$ cat config.mk
export PLATFORM = sky130hd
export DESIGN_NAME = uart_cmd_responder
export DESIGN_NICKNAME = d
export VERILOG_FILES = /design/src/rtl/uart_cmd_responder.sv
export SDC_FILE = /design/constraint.sdc
export NUM_CORES = 1
export LEC_CHECK = 0
export ABC_AREA = 1
export ABC_CLOCK_PERIOD_IN_PS = 2029
export BUFFER_PORTS_ARGS = -buffer_cell sky130_fd_sc_hd__buf_4
export CELL_PAD_IN_SITES_DETAIL_PLACEMENT = 1
export CELL_PAD_IN_SITES_GLOBAL_PLACEMENT = 1
export CORE_MARGIN = 4
export CORE_UTILIZATION = 37
export DETAILED_ROUTE_END_ITERATION = 7
export PLACE_DENSITY_LB_ADDON = 0.2
export SETUP_SLACK_MARGIN = 0.1
export SYNTH_ARGS = -nofsm -noshare
export SYNTH_HDL_FRONTEND = slang
export SYNTH_SLANG_ARGS = --single-unit
$ cat constraint.sdc
create_clock -name clk -period 2.03 [get_ports clk]
set_input_delay 0.406 -clock clk [delete_from_list [all_inputs] [get_ports clk]]
set_output_delay 0.406 -clock clk [all_outputs]
set_load 0.01 [all_outputs]
$ cat src/rtl/uart_cmd_responder.sv
// UART command responder: decodes write/read/ALU frames and returns response bytes.
// Optional write acknowledge echo enabled with UART_CMD_WRITE_ACK_EN.
module uart_cmd_responder #(
    parameter int dataWidth   = 8,
    parameter int addrWidth   = 4,
    parameter int aluFunWidth = 4
) (
    input  logic                   clk,
    input  logic                   rst,
    input  logic [dataWidth-1:0]   rx_p_data,
    input  logic                   rx_d_valid,
    output logic [dataWidth-1:0]   tx_p_data,
    output logic                   tx_d_valid,
    input  logic                   tx_busy,
    output logic [addrWidth-1:0]   rf_addr,
    output logic                   rf_wr_en,
    output logic [dataWidth-1:0]   rf_wr_data,
    output logic                   rf_rd_en,
    input  logic [dataWidth-1:0]   rf_rd_data,
    input  logic                   rf_rd_valid,
    output logic                   alu_en,
    output logic [aluFunWidth-1:0] alu_fun,
    input  logic [2*dataWidth-1:0] alu_out,
    input  logic                   alu_out_valid
);

    localparam logic [dataWidth-1:0] CmdWr  = dataWidth'(8'hAA);
    localparam logic [dataWidth-1:0] CmdRd  = dataWidth'(8'hBB);
    localparam logic [dataWidth-1:0] CmdAlu = dataWidth'(8'hCC);

    typedef enum logic [3:0] {
        IDLE, WR_ADDR, WR_DATA, RD_ADDR, RD_WAIT,
        ALU_A, ALU_B, ALU_FUN, ALU_WAIT,
        TX_REQ, TX_HOLD, TX_DONE
    } state_t;

    state_t                   state_q, state_d;
    logic [addrWidth-1:0]     addr_q, addr_d;
    logic [dataWidth-1:0]     wr_data_q, wr_data_d;
    logic                     wr_en_q, wr_en_d;
    logic                     rd_en_q, rd_en_d;
    logic                     alu_en_q, alu_en_d;
    logic [aluFunWidth-1:0]   fun_q, fun_d;
    logic [dataWidth-1:0]     txd_q, txd_d;
    logic                     txv_q, txv_d;
    logic [2*dataWidth-1:0]   buf_q, buf_d;
    logic [1:0]               cnt_q, cnt_d;

    always_ff @(posedge clk or negedge rst) begin
        if (!rst) begin
            state_q   <= IDLE;
            addr_q    <= '0;
            wr_data_q <= '0;
            wr_en_q   <= 1'b0;
            rd_en_q   <= 1'b0;
            alu_en_q  <= 1'b0;
            fun_q     <= '0;
            txd_q     <= '0;
            txv_q     <= 1'b0;
            buf_q     <= '0;
            cnt_q     <= '0;
        end else begin
            state_q   <= state_d;
            addr_q    <= addr_d;
            wr_data_q <= wr_data_d;
            wr_en_q   <= wr_en_d;
            rd_en_q   <= rd_en_d;
            alu_en_q  <= alu_en_d;
            fun_q     <= fun_d;
            txd_q     <= txd_d;
            txv_q     <= txv_d;
            buf_q     <= buf_d;
            cnt_q     <= cnt_d;
        end
    end

    always_comb begin
        state_d   = state_q;
        addr_d    = addr_q;
        wr_data_d = wr_data_q;
        wr_en_d   = 1'b0;
        rd_en_d   = 1'b0;
        alu_en_d  = 1'b0;
        fun_d     = fun_q;
        txd_d     = txd_q;
        txv_d     = txv_q;
        buf_d     = buf_q;
        cnt_d     = cnt_q;
        unique case (state_q)
            IDLE: begin
                if (rx_d_valid) begin
                    if (rx_p_data == CmdWr)       state_d = WR_ADDR;
                    else if (rx_p_data == CmdRd)  state_d = RD_ADDR;
                    else if (rx_p_data == CmdAlu) state_d = ALU_A;
                end
            end
            WR_ADDR: begin
                if (rx_d_valid) begin
                    addr_d  = rx_p_data[addrWidth-1:0];
                    state_d = WR_DATA;
                end
            end
            WR_DATA: begin
                if (rx_d_valid) begin
                    wr_data_d = rx_p_data;
                    wr_en_d   = 1'b1;
`ifdef UART_CMD_WRITE_ACK_EN
                    buf_d     = {{dataWidth{1'b0}}, rx_p_data};
                    cnt_d     = 2'd1;
                    state_d   = TX_REQ;
`else
                    state_d   = IDLE;
`endif
                end
            end
            RD_ADDR: begin
                if (rx_d_valid) begin
                    addr_d  = rx_p_data[addrWidth-1:0];
                    rd_en_d = 1'b1;
                    state_d = RD_WAIT;
                end
            end
            RD_WAIT: begin
                if (rf_rd_valid) begin
                    buf_d   = {{dataWidth{1'b0}}, rf_rd_data};
                    cnt_d   = 2'd1;
                    state_d = TX_REQ;
                end
            end
            // Operands are staged in RF slots 0 and 1 where the ALU reads them
            ALU_A: begin
                if (rx_d_valid) begin
                    addr_d    = '0;
                    wr_data_d = rx_p_data;
                    wr_en_d   = 1'b1;
                    state_d   = ALU_B;
                end
            end
            ALU_B: begin
                if (rx_d_valid) begin
                    addr_d    = addrWidth'(1);
                    wr_data_d = rx_p_data;
                    wr_en_d   = 1'b1;
                    state_d   = ALU_FUN;
                end
            end
            ALU_FUN: begin
                if (rx_d_valid) begin
                    fun_d    = rx_p_data[aluFunWidth-1:0];
                    alu_en_d = 1'b1;
                    state_d  = ALU_WAIT;
                end
            end
            ALU_WAIT: begin
                if (alu_out_valid) begin
                    buf_d   = alu_out;
                    cnt_d   = 2'd2;
                    state_d = TX_REQ;
                end
            end
            TX_REQ: begin
                if (!tx_busy) begin
                    txd_d   = buf_q[dataWidth-1:0];
                    txv_d   = 1'b1;
                    state_d = TX_HOLD;
                end
            end
            TX_HOLD: begin
                if (tx_busy) begin
                    txv_d   = 1'b0;
                    state_d = TX_DONE;
                end
            end
            TX_DONE: begin
                if (!tx_busy) begin
                    if (cnt_q > 2'd1) begin
                        cnt_d   = cnt_q - 2'd1;
                        buf_d   = buf_q >> dataWidth;
                        state_d = TX_REQ;
                    end else begin
                        state_d = IDLE;
                    end
                end
            end
            default: state_d = IDLE;
        endcase
    end

    assign tx_p_data  = txd_q;
    assign tx_d_valid = txv_q;
    assign rf_addr    = addr_q;
    assign rf_wr_en   = wr_en_q;
    assign rf_wr_data = wr_data_q;
    assign rf_rd_en   = rd_en_q;
    assign alu_en     = alu_en_q;
    assign alu_fun    = fun_q;

endmodule
# Word-level counts from Yosys, hierarchy flattened
# Cells that the tools add are included.
# classes
bitwise	1
magnitude_cmp	1
n_mux	37
addsub	1
n_reduce_logical	13
eq_ne	29
# ops
operator	n
two-way mux 4 bit	18
two-way mux 16 bit	4
one-hot mux 16 bit (3 select lines)	1
one-hot mux 4 bit (12 select lines)	1
inequality test 2 bit, second input constant	13
equality test 8 bit, second input constant	3
equality test 4 x 3 -> 1 bit, second input constant	4
equality test 4 bit, second input constant	4
AND reduction 13 bit	1
one-hot mux 4 bit (3 select lines)	1
equality test 4 x 2 -> 1 bit, second input constant	2
two-way mux 2 bit	4
two-way mux 1 bit	6
one-hot mux 2 bit (3 select lines)	1
AND reduction 2 bit	3
nonzero test 3 bit	2
AND reduction 5 bit	1
equality test 4 x 1 -> 1 bit, second input constant	1
logical NOT 4 bit	1
inequality test 4 bit, second input constant	1
AND reduction 4 bit	1
AND reduction 3 bit	1
OR reduction 3 bit	1
> comparator 2 x 1 -> 1 bit, second input constant	1
6 further kinds	6
# totals
output_inout_bits	28
reg_bits	50

# Longest topological paths before layout
# depth
ltp_word	6
depth_mapped	10
depth_no_buf	9

# Least setup slack after synthesis
# OpenSTA, ideal clock, no wires.
# synth_timing
path_type	flip-flop to flip-flop
start	register cnt_q[0]
end	register buf_q[15]
path_buffers	1
arrival_ps	1406
stages_incl_launch_ff	10
setup_slack_ps	507
cell_sequence	dfrtp_1 ha_1 or2_2 nor2_2 nor2_2 nor2_4 inv_2 buf_6 nand2_1 nand2_1
# synth_via
elab_chain_cells	3
# synth_rtl
item	line	text
from (decl)	47	logic [1:0] cnt_q, cnt_d;
from (signal assigned)	73	cnt_q <= cnt_d;
> comparator 2 x 1 -> 1 bit	176	if (cnt_q > 2'd1) begin
inequality test 2 bit (no source line)	-	
AND reduction 5 bit (no source line)	-	
to (signal assigned)	72	buf_q <= buf_d;
to (decl)	46	logic [2*dataWidth-1:0] buf_q, buf_d;
# Every way passes these cells.
# A chain may end at the register's enable or synchronous reset.

# Final worst setup path
# layout_timing
start	register cnt_q[0]
end	register buf_q[6]
# The elaborated chain is that of the path after synthesis.

==> run summary <==
Slowest cell delay on critical path -> 410 ps
Worst Path Max Fanout -> 13
Placement Setup Slack -> 241 ps
DR vias -> 2,356
Largest net degree at the start of global routing -> 51
# DRC -> 0
First-pass GRT wire length -> 11,800 µm
Chip height -> 90.2 µm
Power density over the cells -> 1340 nW/µm²
CTS HTree Levels -> 2
Antenna violations before repair -> 0
Async S/R FF share, synth -> 1.00
Worst path required time -> 2280 ps
Pins Over Slew Limit -> 0
Main synth FF type -> dfrtp_1
Distinct cells, synth -> 22
CP Data Arrival Time -> 2010 ps
Synth Instances -> 333
IO Pins -> 66
Row count -> 29
CTS Buf Count -> 5
Critical-path cell with the highest stage delay -> dfrtp_1
P&R area growth vs syn -> 26.3%
Syn_area_per_cell -> 7.51 µm²
Cell with the most instances after synthesis -> nand2_1
Nature of the critical path endpoint -> flop
Post-synthesis cell area -> 2500 µm²
Overall global routing resource usage -> 0.174
Top cells by area, synth -> dfrtp_1 50%, nand2_1 22%, nand3_1 7.4%
Final net count -> 443
Post-CTS setup buffers -> 0
Max cap viols -> 0
Post-synth top area share -> 0.501
Clk_lat worst skew -> 310 ps
Final Hold Vio Count -> 0
Ys Warns -> 0
Core Footprint -> 6460 µm²
RSZ-0062 raised after global routing -> no
Max-Slew Margin vs Limit -> 0.569
Worst path bufs/invs -> 1
Largest delay share family, worst path -> simple AND/OR/NAND/NOR gates
Routability Congestion -> 0.788
Fin crit period -> 1750 ps
Post-synth EDFFs -> 0
Final setup margin -> 279 ps
Via density -> 4.89
Vias in the first global route -> 2,427
Status -> finished, final reports clean
Max Fclk -> 571 MHz
Pleak -> 1.74 nW
Final Skew -> 6.36 ps
Antenna cells -> 0
Setup Total Neg Slack -> 0 ps
Register area share after synthesis -> 0.501
Fin crit share -> 0.863
Most frequent cells after synthesis -> 145 x nand2_1, 50 x dfrtp_1, 37 x nand3_1
Min-delay worst type -> in2async
Initial DRC count -> 92
Net Count, Synth -> 372
Hpwl dp -> 5100 µm
Yosys reg bits -> 50
Hold slack -> 97.3 ps
Clock buffer depth -> 2
Die W -> 90.2 µm
Antenna-violating nets left -> 0
Design Area, Final -> 3160 µm²
Initial core utilization -> 0.387
Worst setup path start -> cnt_q[0]
RR Startpoint -> cnt_q[0]
CTS root buf -> clkbuf_8
Worst-path clk slew -> 100 ps
Share of cells above drive strength 1 -> 0.237
Worst Tran Pin Value -> 646 ps
Final setup viols -> 0
CTS tree -> done
First-pass detailed-route iteration total -> 4
CP cell instances -> ha_1 > or2_2 > nor2_2 > nor2_2 > nor2_4 > buf_4 > nand2_1 > nand2_1
Die area -> 8140 µm²
Clk sinks -> 50
Grt total ovfl -> 0
Placed instance area -> 3060 µm²
Setup crit start kind -> flop
WL/cell -> 13.7 µm
Maximum VDD drop -> 0.437 mV
Cell taking the most area after synthesis -> dfrtp_1
Tot Pwr -> 0.00424 W
CP Class -> reg2reg
IO Port Bufs -> 65
Detailed Route WL -> 6610 µm
-- worst register-to-register path, delay by kind of cell (launching register included) --
kind | cells | cell delay (ps)
simple gates | 6 | 870
buf+inv | 1 | 230
flops | 1 | 410
fa+ha+maj | 1 | 190
-- state kept, by name, summed over array words and instances, names as in the netlist --
signal	cells
rf_rd_en	1
rf_wr_data	8
state_q	4
tx_p_data	8
rf_addr	4
rf_wr_en	1
alu_en	1
buf_q	16
alu_fun	4
cnt_q	2
tx_d_valid	1
-- path summary, 6_finish.rpt --
path | end | slack (ps) | depth (start not counted)
setup / recovery | buf_q[6] | 280 | 8
hold / removal | rf_wr_en | 100 | 1
setup reg to reg | buf_q[6] | 280 | 8
hold reg to reg | tx_p_data[2] | 480 | 2
max in group asynchronous | rf_wr_data[5] | 1470 | 1
min in group clk | buf_q[15] | 320 | 3
-- timing repair --
item,CTS,global route
resized for setup,0,2
hold buffers,0,0
endpoints found under the setup margin,0,14
-- power breakdown --
group | internal, W | switching, W
sequential | 0.00142 | 0.000279
clock | 0.000243 | 0.000353
combinational | 0.000776 | 0.00117
total | 0.00244 | 0.00180
-- cell type report --
cell class / instances / area (µm²)
fillers: 852 / 3300
flip-flops and latches: 50 / 1250
multi-input cells: 254 / 1110
repair buffers: 69 / 518
well taps: 77 / 96.3
inverters: 24 / 92.6
clock buffers: 5 / 68.8
clock inverters: 3 / 21.3
-- cell usage in the layout (no fill, tap or decap), types with 2 or more instances in the layout --
master	count
inv_1	22
buf_4	69
nand2_2	4
o21ai_0	17
nand3_2	2
clkbuf_8	5
nor2_2	7
nand3_1	37
o21ai_1	5
a21oi_1	4
dfrtp_1	50
nand2_1	145
nor2_4	2
nor2_1	26
-- logic make-up after synthesis --
family          after synthesis  share of synthesized area
compound gates               27                     0.0556
fa+ha+maj                     1                    0.00500
buf+inv                      29                     0.0561
flops                        50                      0.501
simple gates                226                      0.383
-- stage by stage --
stage,utilization,cells
final,0.489,482
after global routing,0.489,482
after CTS,0.488,482
after detailed placement,0.474,474
after global placement,0.474,474
after floorplan,-,333
-- per-layer routing --
layer	GRT usage	vias to the layer above	wire, µm
met4	0.0472	0	65
li1	-	1194	-
met5	0	-	0
met3	0.0367	5	277
met1	0.235	1109	3150
met2	0.283	48	3120
Note: power is estimated with default switching activity, not from simulation.
